[config.mk]
export PLATFORM = sky130hd
export DESIGN_NAME = xbus_ic
export DESIGN_NICKNAME = d
export VERILOG_FILES = /design/src/rtl/xbus_ic.sv
export SDC_FILE = /design/constraint.sdc
export NUM_CORES = 1
export LEC_CHECK = 0
export ABC_AREA = 1
export CORE_AREA = 2 2 164 166
export DETAILED_ROUTE_END_ITERATION = 6
export DIE_AREA = 0 0 166 168
export MAX_ROUTING_LAYER = met4
export PLACE_DENSITY_LB_ADDON = 0.12
export RECOVER_POWER = 25
export SLEW_MARGIN = 20
export SYNTH_ARGS = -nofsm -noshare
export SYNTH_HDL_FRONTEND = slang
export SYNTH_SLANG_ARGS = --single-unit
[constraint.sdc]
create_clock -name clk -period 2.9 [get_ports clk]
set_input_delay 0.29 -clock clk [delete_from_list [all_inputs] [get_ports clk]]
set_output_delay 0.29 -clock clk [all_outputs]
set_load 0.02 [all_outputs]
[src/rtl/xbus_ic.sv]
// xbus_ic: base/mask decoding interconnect from the xctrl data bus to N wait-state slaves with error tracking
module xbus_ic #(
  parameter int N_SLV = 8,
  parameter int ADDR_W = 12,
  parameter int DATA_W = 32,
  parameter logic [N_SLV*ADDR_W-1:0] SLV_BASE = '0,
  parameter logic [N_SLV*ADDR_W-1:0] SLV_MASK = '0,
  parameter int TIMEOUT = 15
) (
  input  logic                    clk,
  input  logic                    rst,
  input  logic                    m_sel,
  input  logic                    m_we,
  input  logic [ADDR_W-1:0]       m_addr,
  input  logic [DATA_W-1:0]       m_wdata,
  output logic [DATA_W-1:0]       m_rdata,
  output logic                    m_ready,
  output logic                    m_err,
  output logic [N_SLV-1:0]        s_sel,
  output logic                    s_we,
  output logic [ADDR_W-1:0]       s_addr,
  output logic [DATA_W-1:0]       s_wdata,
  input  logic [N_SLV*DATA_W-1:0] s_rdata,
  input  logic [N_SLV-1:0]        s_ready,
  output logic [7:0]              err_cnt,
  output logic [ADDR_W-1:0]       err_addr
);
  localparam int IW = N_SLV > 1 ? $clog2(N_SLV) : 1;
  localparam int CW = TIMEOUT > 1 ? $clog2(TIMEOUT) : 1;
  typedef enum logic [1:0] {IDLE, ACCESS, RESP} state_t;
  state_t state_q, state_d;
  logic [N_SLV-1:0] s_sel_q, s_sel_d;
  logic s_we_q, s_we_d, m_ready_q, m_ready_d, m_err_q, m_err_d;
  logic [ADDR_W-1:0] s_addr_q, s_addr_d, err_addr_q, err_addr_d;
  logic [DATA_W-1:0] s_wdata_q, s_wdata_d, m_rdata_q, m_rdata_d;
  logic [IW-1:0] idx_q, idx_d, hit_idx;
  logic [CW-1:0] cnt_q, cnt_d;
  logic [7:0] err_cnt_q, err_cnt_d;
  logic hit, err_evt;
  // descending scan so the lowest matching index is the one left standing
  always_comb begin
    hit = 1'b0;
    hit_idx = '0;
    for (int i = N_SLV - 1; i >= 0; i--)
      if ((m_addr & SLV_MASK[i*ADDR_W +: ADDR_W]) == SLV_BASE[i*ADDR_W +: ADDR_W]) begin
        hit = 1'b1;
        hit_idx = IW'(i);
      end
  end
  always_comb begin
    state_d = state_q;
    s_sel_d = s_sel_q;
    s_we_d = s_we_q;
    s_addr_d = s_addr_q;
    s_wdata_d = s_wdata_q;
    idx_d = idx_q;
    cnt_d = cnt_q;
    m_rdata_d = m_rdata_q;
    err_evt = 1'b0;
    case (state_q)
      IDLE: if (m_sel) begin
        s_we_d = m_we;
        s_addr_d = m_addr;
        s_wdata_d = m_wdata;
        idx_d = hit_idx;
        cnt_d = '0;
        s_sel_d = hit ? N_SLV'(1) << hit_idx : '0;
        state_d = hit ? ACCESS : RESP;
        err_evt = !hit;
      end
      ACCESS: if (s_ready[idx_q]) begin
        s_sel_d = '0;
        state_d = RESP;
        m_rdata_d = s_we_q ? '0 : s_rdata[idx_q*DATA_W +: DATA_W];
      end else if (TIMEOUT != 0 && cnt_q == CW'(TIMEOUT - 1)) begin
        s_sel_d = '0;
        state_d = RESP;
        err_evt = 1'b1;
      end else
        cnt_d = cnt_q + 1'b1;
      default: state_d = IDLE;
    endcase
    m_rdata_d = err_evt ? '0 : m_rdata_d;
    m_ready_d = state_d == RESP;
    m_err_d = state_d == RESP ? err_evt : m_err_q;
    err_cnt_d = err_evt ? err_cnt_q + {7'd0, err_cnt_q != 8'hFF} : err_cnt_q;
    err_addr_d = err_evt ? s_addr_d : err_addr_q;
  end
  always_ff @(posedge clk or negedge rst)
    if (!rst) begin
      state_q <= IDLE;
      s_sel_q <= '0;
      s_we_q <= 1'b0;
      s_addr_q <= '0;
      s_wdata_q <= '0;
      idx_q <= '0;
      cnt_q <= '0;
      m_rdata_q <= '0;
      m_ready_q <= 1'b0;
      m_err_q <= 1'b0;
      err_cnt_q <= '0;
      err_addr_q <= '0;
    end else begin
      state_q <= state_d;
      s_sel_q <= s_sel_d;
      s_we_q <= s_we_d;
      s_addr_q <= s_addr_d;
      s_wdata_q <= s_wdata_d;
      idx_q <= idx_d;
      cnt_q <= cnt_d;
      m_rdata_q <= m_rdata_d;
      m_ready_q <= m_ready_d;
      m_err_q <= m_err_d;
      err_cnt_q <= err_cnt_d;
      err_addr_q <= err_addr_d;
    end
  assign s_sel = s_sel_q;
  assign s_we = s_we_q;
  assign s_addr = s_addr_q;
  assign s_wdata = s_wdata_q;
  assign m_rdata = m_rdata_q;
  assign m_ready = m_ready_q;
  assign m_err = m_err_q;
  assign err_cnt = err_cnt_q;
  assign err_addr = err_addr_q;
endmodule
==> report_table.html <==
<table>
<tr><th>Metric</th><th>Value</th></tr>
<tr><th colspan="2">Cells and area</th></tr>
<tr><td>Filler cell count</td><td>2,792</td></tr>
<tr><td>Storage element area</td><td>2650 µm²</td></tr>
<tr><td>Total number of nets in the final design</td><td>989</td></tr>
<tr><td>Area Overhead vs Synth</td><td>54.2%</td></tr>
<tr><td>Share of the core filled with cells in the final layout</td><td>0.260</td></tr>
<tr><td>Area of the multi-input gates</td><td>1390 µm²</td></tr>
<tr><td>Share of final-layout standard cells stronger than drive strength 1</td><td>0.0457</td></tr>
<tr><th colspan="2">Floorplanning</th></tr>
<tr><td>Core Footprint</td><td>26,400 µm²</td></tr>
<tr><td>Count of pins on the block boundary</td><td>419</td></tr>
<tr><td>Standard-cell row count</td><td>60</td></tr>
<tr><td>Die Area</td><td>27,900 µm²</td></tr>
<tr><td>Die span in y</td><td>168 µm</td></tr>
<tr><td>Die width</td><td>166 µm</td></tr>
<tr><td>Initial Util</td><td>0.169</td></tr>
<tr><th colspan="2">Pwr</th></tr>
<tr><td>LEAKAGE</td><td>3.28 nW</td></tr>
<tr><td>Cell area power density</td><td>864 nW/µm²</td></tr>
<tr><td>Worst supply voltage drop on vdd</td><td>0.296 mV</td></tr>
<tr><th colspan="2">Synth</th></tr>
<tr><td>Most instantiated flip-flop cell in the synthesis netlist</td><td>sky130_fd_sc_hd__dfrtp_1</td></tr>
<tr><td>Cell type with the highest aggregate area in the netlist</td><td>sky130_fd_sc_hd__dfrtp_1</td></tr>
<tr><td>Gate count of the mapped netlist</td><td>500</td></tr>
<tr><td>Mapped Avg Cell Area</td><td>8.89 µm²</td></tr>
<tr><td>Register bit count reported by yosys</td><td>106</td></tr>
<tr><td>Proportion of synthesized flip-flops having asynchronous set or reset</td><td>1.00</td></tr>
<tr><td>Main area contributors after synthesis</td><td>sky130_fd_sc_hd__dfrtp_1, sky130_fd_sc_hd__nand2_1, sky130_fd_sc_hd__nand3_1</td></tr>
<tr><td>Synth top area share</td><td>0.597</td></tr>
<tr><td>Summed instance area of the synthesized netlist</td><td>4440 µm²</td></tr>
<tr><td>Synth unique cells</td><td>23</td></tr>
<tr><td>Number of enable flip-flop cells after synthesis</td><td>0</td></tr>
<tr><td>YS warnings</td><td>0</td></tr>
<tr><td>Sequential cell area fraction in the yosys report</td><td>0.597</td></tr>
<tr><th colspan="2">STA</th></tr>
<tr><td>Hold Violations, Final</td><td>0</td></tr>
<tr><td>Worst Clk Skew</td><td>0.00920 ns</td></tr>
<tr><td>Unrepaired setup endpoints after global routing</td><td>false</td></tr>
<tr><td>Actual slew at the worst max-slew pin</td><td>1.23 ns</td></tr>
<tr><td>Setup TNS</td><td>0 ns</td></tr>
<tr><td>Post-route fraction of the period consumed by the critical path</td><td>0.612</td></tr>
<tr><td>Clock period minus worst slack</td><td>1.77 ns</td></tr>
<tr><td>Max-slew violation count</td><td>0</td></tr>
<tr><td>Maximum operating frequency</td><td>564 MHz</td></tr>
<tr><td>Number of endpoints failing setup at the final stage</td><td>0</td></tr>
<tr><td>Max-Slew Margin vs Limit</td><td>0.180</td></tr>
<tr><th colspan="2">Clock tree</th></tr>
<tr><td>Total clock buffers created by CTS</td><td>9</td></tr>
<tr><td>Htree depth</td><td>3</td></tr>
<tr><td>Sink Count</td><td>106</td></tr>
<tr><td>Clock tree from TritonCTS</td><td>yes</td></tr>
<tr><td>Number of buffers on the longest clock path</td><td>2</td></tr>
<tr><td>Clock-pin slew on the worst setup and hold paths</td><td>0.08 ns</td></tr>
<tr><td>Cts repair resizes</td><td>0</td></tr>
<tr><td>Root Buffer Master</td><td>sky130_fd_sc_hd__clkbuf_16</td></tr>
<tr><td>Insertion delay to the later sink of the worst-skew pair</td><td>0.35 ns</td></tr>
<tr><th colspan="2">Global routing</th></tr>
<tr><td>Pin count of the biggest net entering global routing</td><td>60</td></tr>
<tr><td>Global routing usage summed across all routing layers</td><td>0.103</td></tr>
<tr><td>Vias in the first global route</td><td>3,891</td></tr>
<tr><td>Number of antenna violations at the first check in global routing</td><td>3</td></tr>
<tr><td>Wire length of the first global-routing pass</td><td>21,900 µm</td></tr>
<tr><td>Overall overflow remaining after global route</td><td>0</td></tr>
<tr><th colspan="2">Setup path</th></tr>
<tr><td>Worst R2R Path Depth</td><td>10</td></tr>
<tr><td>Most frequent CP cell</td><td>sky130_fd_sc_hd__nand2_1</td></tr>
<tr><td>Critical path launch point type</td><td>flip-flop</td></tr>
<tr><td>CP Data Required Time</td><td>3.14 ns</td></tr>
<tr><td>WP buf/inv</td><td>0</td></tr>
<tr><td>Signal arrival time at the worst endpoint</td><td>2.02 ns</td></tr>
<tr><td>Standard cell with the maximum stage delay on the critical path</td><td>sky130_fd_sc_hd__dfrtp_1</td></tr>
<tr><td>Stages on the worst setup path</td><td>10</td></tr>
<tr><td>Largest incremental delay on the critical path</td><td>0.45 ns</td></tr>
<tr><td>WS Path Type</td><td>flip-flop to flip-flop</td></tr>
<tr><td>Critical path, cell by cell</td><td>nand2_1 -&gt; nor2_1 -&gt; nand3_1 -&gt; nand3b_1 -&gt; ha_1 -&gt; ha_1 -&gt; nand3_1 -&gt; nand2_1 -&gt; nand2_1 -&gt; nand2_1</td></tr>
<tr><td>Setup slack, reg-to-reg</td><td>1.13 ns</td></tr>
<tr><td>Type of destination of the critical path</td><td>flip-flop</td></tr>
<tr><td>Critical path's top delay family</td><td>simple AND/OR/NAND/NOR gates</td></tr>
<tr><td>Reg2reg start</td><td>err_cnt[3]</td></tr>
<tr><td>Timing startpoint of the critical path</td><td>err_cnt[3]</td></tr>
<tr><td>Worst setup path endpoint</td><td>err_cnt[6]</td></tr>
<tr><td>Reg2reg end</td><td>err_cnt[6]</td></tr>
<tr><td>CP Max Fanout</td><td>5</td></tr>
<tr><th colspan="2">Route</th></tr>
<tr><td>Routed wire length</td><td>13,700 µm</td></tr>
<tr><td>DR pass1 iterations</td><td>4</td></tr>
<tr><td>Via count</td><td>3,756</td></tr>
<tr><td>DR WL/cell</td><td>13.4 µm</td></tr>
<tr><td># DRC</td><td>0</td></tr>
<tr><td>Per-cell via count in the routed design</td><td>3.68</td></tr>
<tr><td>Number of DRC violations after detailed-routing iteration 0</td><td>197</td></tr>
<tr><td>Post-detailed-route count of antenna-violating nets</td><td>0</td></tr>
<tr><th colspan="2">Place</th></tr>
<tr><td>Placed wire-length estimate after detailed placement</td><td>9420 µm</td></tr>
<tr><td>Placer's final routability congestion estimate</td><td>0.721</td></tr>
<tr><td>Count of buffers from port buffering</td><td>180</td></tr>
<tr><th colspan="2">Min path</th></tr>
<tr><td>Worst hold path class</td><td>flip-flop to flip-flop</td></tr>
<tr><th colspan="2">Run</th></tr>
<tr><td># Max-Cap Violations</td><td>0</td></tr>
<tr><th colspan="2">Status</th></tr>
<tr><td>Status</td><td>finished clean</td></tr>
</table>
## flip-flops by register name (all words and copies together), names as in the netlist
signal / count
s_sel: 1
s_addr: 12
m_ready: 1
s_we: 1
err_addr: 12
cnt_q: 4
m_err: 1
m_rdata: 32
err_cnt: 8
s_wdata: 32
state_q: 2
## placed cells by master, fill, tap and decap left out
| cell type | n |
|---|---|
| sky130_fd_sc_hd__clkbuf_2 | 1 |
| sky130_fd_sc_hd__nand2_1 | 189 |
| sky130_fd_sc_hd__clkinv_1 | 1 |
| sky130_fd_sc_hd__clkinv_4 | 2 |
| sky130_fd_sc_hd__o211ai_1 | 1 |
| sky130_fd_sc_hd__buf_12 | 2 |
| sky130_fd_sc_hd__nand3_1 | 45 |
| sky130_fd_sc_hd__clkdlybuf4s50_1 | 179 |
| sky130_fd_sc_hd__inv_4 | 1 |
| sky130_fd_sc_hd__nand4_1 | 2 |
| sky130_fd_sc_hd__nand3_2 | 1 |
| sky130_fd_sc_hd__buf_4 | 2 |
| sky130_fd_sc_hd__dfrtp_1 | 106 |
| sky130_fd_sc_hd__inv_2 | 3 |
| sky130_fd_sc_hd__o21ai_0 | 33 |
| sky130_fd_sc_hd__nand2_2 | 1 |
| sky130_fd_sc_hd__nand3b_1 | 2 |
| sky130_fd_sc_hd__xor2_1 | 2 |
| sky130_fd_sc_hd__nand3_4 | 1 |
| sky130_fd_sc_hd__o21ai_1 | 13 |
| sky130_fd_sc_hd__nor2_4 | 3 |
| sky130_fd_sc_hd__nor2_1 | 6 |
| sky130_fd_sc_hd__inv_1 | 55 |
| sky130_fd_sc_hd__a21oi_1 | 1 |
| sky130_fd_sc_hd__inv_6 | 3 |
| sky130_fd_sc_hd__clkinv_2 | 1 |
| sky130_fd_sc_hd__clkbuf_8 | 1 |
| sky130_fd_sc_hd__diode_2 | 3 |
| sky130_fd_sc_hd__clkbuf_16 | 9 |
| sky130_fd_sc_hd__conb_1 | 7 |
| sky130_fd_sc_hd__ha_1 | 4 |
| sky130_fd_sc_hd__dlygate4sd3_1 | 1 |
## logic make-up after synthesis
family	after synthesis	synth area share
flops	106	0.597
xor+xnor	2	0.00394
buf+inv	89	0.0972
simple gates	250	0.235
other cells	1	0.000844
compound gates	48	0.0546
fa+ha+maj	4	0.0113
## layout make-up
class                           instances  share of cell area
Clock inverter                          6             0.00712
Multi-Input combinational cell        311               0.203
Inverter                               60              0.0332
Timing Repair Buffer                  185               0.272
Sequential cell                       106               0.387
Antenna cell                            3             0.00110
Clock buffer                           10              0.0349
Tap cell                              341              0.0623
## how the worst min path moves through the flow
stage	from	endpoint	slack, ns	cells after the start
after floorplan	rst	cnt_q[0]	-0.006	0
after global placement	rst	m_rdata[4]	0.36	1
after detailed placement	rst	m_rdata[4]	0.36	1
after CTS	m_wdata[8]	s_wdata[8]	0.47	3
after global routing	s_rdata[25]	m_rdata[25]	0.49	3
final	m_rdata[8]	m_rdata[8]	0.48	2
## metal layers
| metal | part of all wire | global-route usage |
|---|---|---|
| met1 | 0.46 | 0.130 |
| met2 | 0.44 | 0.154 |
| met3 | 0.085 | 0.0367 |
| met4 | 0.011 | 0.0374 |
| met5 | 0 | - |
## synth_stat cells, types with 3 or more instances
cell	instances
sky130_fd_sc_hd__buf_6	5
sky130_fd_sc_hd__o21ai_1	13
sky130_fd_sc_hd__buf_4	14
sky130_fd_sc_hd__nor2_4	3
sky130_fd_sc_hd__nand2_1	189
sky130_fd_sc_hd__o21ai_0	33
sky130_fd_sc_hd__nand3_1	45
sky130_fd_sc_hd__inv_2	3
sky130_fd_sc_hd__dfrtp_1	106
sky130_fd_sc_hd__nor2_1	6
sky130_fd_sc_hd__buf_2	4
sky130_fd_sc_hd__inv_1	56
sky130_fd_sc_hd__clkbuf_1	6
sky130_fd_sc_hd__ha_1	4
## power breakdown
part | total [mW] | internal (mW) | switching, mW
Combinational | 2.46 | 1.11 | 1.35
Clock | 1.23 | 0.619 | 0.607
Sequential | 2.24 | 1.96 | 0.278
## timing repair
action                                  4_1_cts  5_1_grt
buffers inserted                              0        0
endpoints found under the hold margin        42        0
hold buffers                                  1        0
endpoints found under the setup margin        0        0
## worst reg2reg max path: cells and delay by family, from the launching register on
kind / cells / cell delay [ns]
and+or+nand+nor: 8 / 0.79
DFF: 1 / 0.45
adders and majority gates: 2 / 0.44
## through the flow
step           hold slack (ns)  power (mW)  instance area [µm²]  worst slack (ns)  std cells
6_report                 0.479        5.92                 6850              1.13       1022
5_1_grt                  0.491        6.34                 6850             0.878       1022
4_1_cts                  0.466        6.06                 6850              1.08       1019
3_5_place_dp             0.364        4.76                 6550             0.782       1002
3_3_place_gp             0.363        4.74                 6550             0.796       1002
2_1_floorplan         -0.00559        3.45                 4470              1.18        506
No activity file was read; power rests on OpenSTA's default activity.
